File: src/rtl/piso_pkg.sv
// Shared types and sizing for the parallel-in serial-out serializer.
// State encoding, default frame width and the bit-counter width helper.
package piso_pkg;

    typedef enum logic [1:0] {
        ST_IDLE  = 2'd0,
        ST_SHIFT = 2'd1,
        ST_PAR   = 2'd2
    } state_t;

    localparam int DEFAULT_WIDTH = 4;

    function automatic int cnt_width(input int width);
        return $clog2(width);
    endfunction

    localparam int DEFAULT_CNT_W = cnt_width(DEFAULT_WIDTH);

endpackage

File: src/rtl/piso_serializer.sv
// Purpose: serialize a WIDTH-bit word LSB first with a frame enable; PIPO_PARITY_EN appends an even-parity bit.
// Latency: bit 0 on ser_out one cycle after the handshake; done WIDTH+1 cycles after it (WIDTH+2 with parity).
// Backpressure: in_ready is low for the whole frame; words offered while busy are ignored.
module piso_serializer
    import piso_pkg::*;
#(
    parameter int WIDTH = DEFAULT_WIDTH
) (
    input  logic             clk,
    input  logic             rst,
    input  logic [WIDTH-1:0] in_data,
    input  logic             in_valid,
    output logic             in_ready,
    output logic             ser_out,
    output logic             ser_en,
    output logic             busy,
    output logic             done
);

    localparam int CNT_W = cnt_width(WIDTH);

    state_t             state;
    logic [WIDTH-1:0]   shreg;
    logic [CNT_W-1:0]   cnt;
    logic               last_bit;
`ifdef PIPO_PARITY_EN
    logic               par_q;
`endif

    assign last_bit = (cnt == CNT_W'(WIDTH - 1));

    always_ff @(posedge clk or posedge rst) begin
        if (rst) begin
            state    <= ST_IDLE;
            shreg    <= '0;
            cnt      <= '0;
            ser_out  <= 1'b0;
            ser_en   <= 1'b0;
            busy     <= 1'b0;
            done     <= 1'b0;
            in_ready <= 1'b0;
`ifdef PIPO_PARITY_EN
            par_q    <= 1'b0;
`endif
        end else begin
            done <= 1'b0;
            case (state)
                ST_IDLE: begin
                    in_ready <= 1'b1;
                    if (in_valid && in_ready) begin
                        // Bit 0 goes straight to ser_out so it appears the cycle after the handshake.
                        state    <= ST_SHIFT;
                        shreg    <= in_data >> 1;
                        cnt      <= '0;
                        ser_out  <= in_data[0];
                        ser_en   <= 1'b1;
                        busy     <= 1'b1;
                        in_ready <= 1'b0;
`ifdef PIPO_PARITY_EN
                        par_q    <= ^in_data;
`endif
                    end
                end
                ST_SHIFT: begin
                    if (last_bit) begin
`ifdef PIPO_PARITY_EN
                        state    <= ST_PAR;
                        ser_out  <= par_q;
`else
                        state    <= ST_IDLE;
                        ser_out  <= 1'b0;
                        ser_en   <= 1'b0;
                        busy     <= 1'b0;
                        done     <= 1'b1;
                        in_ready <= 1'b1;
`endif
                    end else begin
                        ser_out <= shreg[0];
                        shreg   <= shreg >> 1;
                        cnt     <= cnt + CNT_W'(1);
                    end
                end
`ifdef PIPO_PARITY_EN
                ST_PAR: begin
                    state    <= ST_IDLE;
                    ser_out  <= 1'b0;
                    ser_en   <= 1'b0;
                    busy     <= 1'b0;
                    done     <= 1'b1;
                    in_ready <= 1'b1;
                end
`endif
                default: begin
                    state <= ST_IDLE;
                end
            endcase
        end
    end

endmodule

File: config.mk
export PLATFORM = sky130hd
export DESIGN_NAME = piso_serializer
export DESIGN_NICKNAME = d
export VERILOG_FILES = /design/src/rtl/piso_pkg.sv /design/src/rtl/piso_serializer.sv
export SDC_FILE = /design/constraint.sdc
export NUM_CORES = 1
export LEC_CHECK = 0
export CORE_MARGIN = 4
export CORE_UTILIZATION = 30
export DETAILED_ROUTE_END_ITERATION = 6
export PLACE_DENSITY = 0.51
export SYNTH_ARGS = -nofsm -noshare
export SYNTH_HDL_FRONTEND = slang
export SYNTH_SLANG_ARGS = --single-unit
File: constraint.sdc
create_clock -name clk -period 1.8 [get_ports clk]
set_input_delay 0.18 -clock clk [delete_from_list [all_inputs] [get_ports clk]]
set_output_delay 0.18 -clock clk [all_outputs]
set_load 0.01 [all_outputs]
==> flow_metrics.tcl, run 1 <==
set metrics [dict create \
    start_util_pct 33.5 \
    slowest_stage "clkdlybuf4s50_1" \
    clkSlewWorstSetupHoldPaths_ns 0.06 \
    ctsHoldBuffers 0 \
    finalMaxSlewViolations 0 \
    syn_avg_cell_area_um2 10.8 \
    vias_per_cell 4.66 \
    drc 0 \
    synthArstFlopShare_pct 100 \
    grt_use_total_pct 9.62 \
    gp_congestion 0.749 \
    ctsResizeCount 0 \
    grt_antenna_before_repair 0 \
    status "finished, final reports clean" \
    die_width_um 47.3 \
    clock.fmax_mhz 626 \
    clk_path_buf_depth 2 \
    drtIter0Drc 4 \
    post_cts_buffers 0 \
    port_buffers 11 \
    power.density_nw_per_um2 1710 \
    rsz0062_at_grt "no" \
    grt_pass1_vias 338 \
    fin_nets 66 \
    post-synth-top-count-cell "dfrtp_1" \
    layout_min_cycle_time_ns 1.60 \
    finalSetupViolCount 0 \
    finalSetupTns_ns 0 \
    placed_area_um2 576 \
    crit_buf_inv 1 \
    critPathMaxFanout 11 \
    netlist_area_um2 463 \
    h-tree-depth 1 \
    synth_edf_count 0 \
    dieHeight_um 47.3 \
    vdd_ir_drop_max_uv 592 \
    r2r-start "cnt[0]$_DFFE_PP0P_" \
    ys.flop_type "dfrtp_1" \
    wl_per_cell_um 12.0 \
    core-area_um2 1380 \
    required_ns 1.62 \
    ant_nets 0 \
    synth_nets 52 \
    core.rowCount 13 \
    hold_path_class "primary input to async pin" \
    synth_area_leaders "dfrtp_1, ha_1, mux2i_1, o21ai_0, nand2_1" \
    p_leak_nw 0.273 \
    drv_cap 0 \
    via_count 331 \
    worstPathArrival_ns 1.42 \
    worst_pin_slew_ns 0.352 \
    yosysWarnings 0 \
    ys_ff_latch 9 \
    grt_start_max_net_pins 12 \
    synth_cells 43 \
    synth.top_cell.area_share_pct 48.6 \
    cts_buffers 3 \
    cts-root-buf "clkbuf_4" \
    synth_seq_area_share_pct 48.6 \
    fin_crit_sh_pct 88.7 \
    drive_gt1_share_pct 16.1 \
    design_area_um2 602 \
    cpLargestDelayFamily "buffers and inverters" \
    yosysTopAreaCell "dfrtp_1" \
    skew_ns 0.00371 \
    path_cells "clkdlybuf4s50_1" \
    io_pins 12 \
    critPathLaunchType "flip-flop" \
    dp_hpwl_um 633 \
    fillCellCount 138 \
    grt_overflow 0 \
    routed_wl_um 851 \
    die-area_um2 2240 \
    dr.pass1.iters 2 \
    areaGrowthSynthToFinish_pct 30.0 \
    synth_cell_types 23 \
    numClockSinks 9 \
    hold_violations 0 \
    cts_tree "yes" \
    crit_type "flip-flop to output port" \
    worstSetupEndpointType "output port" \
    synth_common_cells "dfrtp_1, nand2_1, o21ai_0" \
    relSlewSlack_pct 76.5 \
    crit_start "busy$_DFFE_PP0P_" \
    max_stage_delay_ns 0.61 \
    grt_pass1_wl_mm 1.39 \
    insertion_delay_ns 0.26 \
    antennaDiodeCount 0 \
]
-- state kept, by name (all words and copies together), names as in the netlist --
register / count
cnt: 2
shreg: 3
ser_out: 1
in_ready: 1
done: 1
busy: 1
-- placed cells by master (no fill, tap or decap) --
cell type	count
and2_1	1
clkbuf_4	3
buf_4	1
xnor2_1	1
o21ai_0	4
nand3_1	1
clkdlybuf4s50_1	11
mux2_4	1
inv_1	3
nand2_1	5
a21oi_1	1
ha_1	2
nor2_1	1
mux2_2	1
nand2b_1	2
a221oi_2	1
nand2_2	1
nor3_1	1
clkbuf_1	1
o22a_2	1
mux2i_1	2
o32ai_1	1
dfrtp_1	9
o22ai_1	1
-- per-layer routing --
| layer | share of wire, % | up-vias | GRT usage [%] |
|---|---|---|---|
| met5 | 0 | - | 0 |
| met2 | 47 | 9 | 13.1 |
| met1 | 45 | 149 | 11.8 |
| met3 | 7.9 | 0 | 3.45 |
| li1 | - | 173 | - |
| met4 | 0 | 0 | 8.29 |
-- final cells by class --
class                      instances  area, um2  area share (%)
inverter                           3       11.3            1.87
multi-input combinational         28        203            33.7
clock buffer                       4       26.3            4.37
timing repair buffer              12        118            19.5
tap                               15       18.8            3.12
sequential                         9        225            37.4
-- path summary, 6_finish.rpt --
path | endpoint | slack [ns] | cells after the start
hold reg to reg | shreg[0]$_DFFE_PP0P_ | 0.53 | 2
hold / removal | in_ready$_DFFE_PP0P_ | 0.18 | 2
max in group asynchronous | cnt[0]$_DFFE_PP0P_ | 1.36 | 2
min in group clk | shreg[0]$_DFFE_PP0P_ | 0.53 | 2
setup / recovery | busy | 0.20 | 1
setup reg to reg | shreg[1]$_DFFE_PP0P_ | 0.44 | 3
-- where the power goes --
| group | switching (W) | internal [W] | leakage [nW] |
|---|---|---|---|
| registers | 0.0000924 | 0.000296 | 0.109 |
| clock network | 0.0000685 | 0.0000853 | 0.0150 |
| logic | 0.000208 | 0.000278 | 0.149 |
-- stage by stage --
step | hold slack, ns | instances | total power (W) | utilization (%) | setup WS (ns)
final | 0.184 | 71 | 0.00103 | 43.5 | 0.204
after global routing | 0.231 | 71 | 0.00112 | 43.5 | 0.121
after CTS | 0.184 | 71 | 0.00105 | 43.5 | 0.183
after detailed placement | 0.472 | 67 | 0.000887 | 41.6 | 0.359
after global placement | 0.461 | 67 | 0.000860 | 41.6 | 0.366
after floorplan | 0.00792 | 43 | 0.000738 | - | 0.519
-- cells by family (layout without fill, tap and decap cells) --
family	Yosys count	after routing	synth area share, %
compound gates	9	9	14.1
xor+xnor	1	1	1.89
fa+ha+maj	2	2	5.40
buf+inv	6	19	7.57
flops	9	9	48.6
mux	4	4	10.0
simple gates	12	12	12.4
Note: power is estimated with default switching activity, not from simulation.
==> inputs of run 2 (changes only) <==
PLACE_DENSITY = default   (was 0.51)
==> run 2 against run 1 <==
Effect of this change:
- sequential share of layout area unchanged
- critical path depth unchanged
- fmax increased by 1.8%
- core utilization unchanged
- via count increased by 0.91%
- global-route usage decreased by 0.40 points
- clock-buffer cell count unchanged
- worst hold slack about the same
- sequential power decreased by 1%
- worst setup slack improved by 0.028 ns
- design area unchanged
==> flow_metrics.tcl, run 2 (synthesis results as in run 1) <==
set metrics [dict create \
    status "finished, final reports clean" \
    critPathMaxFanout 10 \
    drive_gt1_share_pct 16.1 \
    grt_pass1_vias 332 \
    reg_top3 "shreg x3, cnt x2" \
    drv_cap 0 \
    clock.fmax_mhz 637 \
    crit_buf_inv 1 \
    h-tree-depth 1 \
    vdd_ir_drop_max_uv 628 \
    path_cells "clkdlybuf4s50_1" \
    ant_nets 0 \
    skew_ns 0.00179 \
    routed_wl_um 809 \
    p_leak_nw 0.273 \
    grt_start_max_net_pins 11 \
    layout_min_cycle_time_ns 1.57 \
    slowest_stage "clkdlybuf4s50_1" \
    final_util_pct 43.5 \
    largest_register_ff_count 3 \
    crit_start "busy$_DFFE_PP0P_" \
    start_util_pct 33.5 \
    cts-root-buf "clkbuf_4" \
    hold_path_class "primary input to async pin" \
    dp_hpwl_um 610 \
    worst_pin_slew_ns 0.363 \
    layout_common_cells "clkdlybuf4s50_1, dfrtp_1, nand2_1, o21ai_0" \
    post_cts_buffers 0 \
    dieHeight_um 47.3 \
    design_area_um2 602 \
    drtIter0Drc 5 \
    core.rowCount 13 \
    via_count 334 \
    finalSetupTns_ns 0 \
    dr.pass1.iters 4 \
    die-area_um2 2240 \
    ctsResizeCount 0 \
    grt_use_total_pct 9.22 \
    worstSetupEndpointType "output port" \
    grt_pass1_wl_mm 1.42 \
    fillCellCount 132 \
    areaGrowthSynthToFinish_pct 30.0 \
    finalSetupViolCount 0 \
    r2r-start "cnt[0]$_DFFE_PP0P_" \
    fin_nets 66 \
    grt_overflow 0 \
    regMostFlops "shreg" \
    wl_per_cell_um 11.4 \
    die_width_um 47.3 \
    drc 0 \
    power_w 0.00102 \
    rsz0062_at_grt "no" \
    finalMaxSlewViolations 0 \
    power.density_nw_per_um2 1700 \
    clkSlewWorstSetupHoldPaths_ns 0.07 \
    grt_antenna_before_repair 0 \
    placed_area_um2 576 \
    max_stage_delay_ns 0.60 \
    core-area_um2 1380 \
    antennaDiodeCount 0 \
    relSlewSlack_pct 75.8 \
    ctsHoldBuffers 0 \
    final_common_cell "clkdlybuf4s50_1" \
    fin_crit_sh_pct 87.1 \
    hold_violations 0 \
    vias_per_cell 4.70 \
    critPathLaunchType "flip-flop" \
    required_ns 1.62 \
    numClockSinks 9 \
    io_pins 12 \
    cpLargestDelayFamily "buffers and inverters" \
    cts_buffers 3 \
    worstPathArrival_ns 1.39 \
    gp_congestion 0.764 \
    cts_tree "yes" \
    port_buffers 11 \
    crit_type "flip-flop to output port" \
    clk_path_buf_depth 2 \
    insertion_delay_ns 0.26 \
]
-- run 2: path summary, 6_finish.rpt --
path / endpoint / slack (ns) / depth (start not counted)
min reg2reg: shreg[0]$_DFFE_PP0P_ / 0.53 / 2
max: busy / 0.23 / 1
max in group asynchronous: cnt[1]$_DFFE_PP0P_ / 1.35 / 2
min: in_ready$_DFFE_PP0P_ / 0.18 / 2
min in group clk: shreg[0]$_DFFE_PP0P_ / 0.53 / 2
max reg2reg: shreg[1]$_DFFE_PP0P_ / 0.42 / 3
-- run 2: cell type report --
cell class                      count  area (um2)  share of cell area, %
Inverter                            3        11.3                   1.87
Multi-Input combinational cell     28         203                   33.7
Clock buffer                        4        26.3                   4.37
Sequential cell                     9         225                   37.4
Tap cell                           15        18.8                   3.12
Timing Repair Buffer               12         118                   19.5
-- run 2: per-stage QoR --
| step | hold WS (ns) | setup WS [ns] | cells |
|---|---|---|---|
| after floorplan | 0.00792 | 0.519 | 43 |
| after global placement | 0.472 | 0.367 | 67 |
| after detailed placement | 0.480 | 0.353 | 67 |
| after CTS | 0.202 | 0.225 | 71 |
| after global routing | 0.216 | 0.142 | 71 |
| final | 0.184 | 0.231 | 71 |
-- run 2: per-layer routing --
| layer | GRT usage (%) | part of all wire (%) | vias up |
|---|---|---|---|
| met3 | 3.83 | 8.0 | 0 |
| met5 | 0 | 0 | - |
| met1 | 12.4 | 50 | 151 |
| li1 | - | - | 172 |
| met4 | 3.31 | 0 | 0 |
| met2 | 13.1 | 42 | 11 |
-- run 2: where the power goes --
part | switching (W) | internal [W] | leakage, nW | total, W
clock | 0.0000748 | 0.0000855 | 0.0150 | 0.000160
sequential | 0.0000872 | 0.000296 | 0.109 | 0.000383
combinational | 0.000204 | 0.000277 | 0.149 | 0.000481
total | 0.000366 | 0.000658 | 0.273 | 0.00102
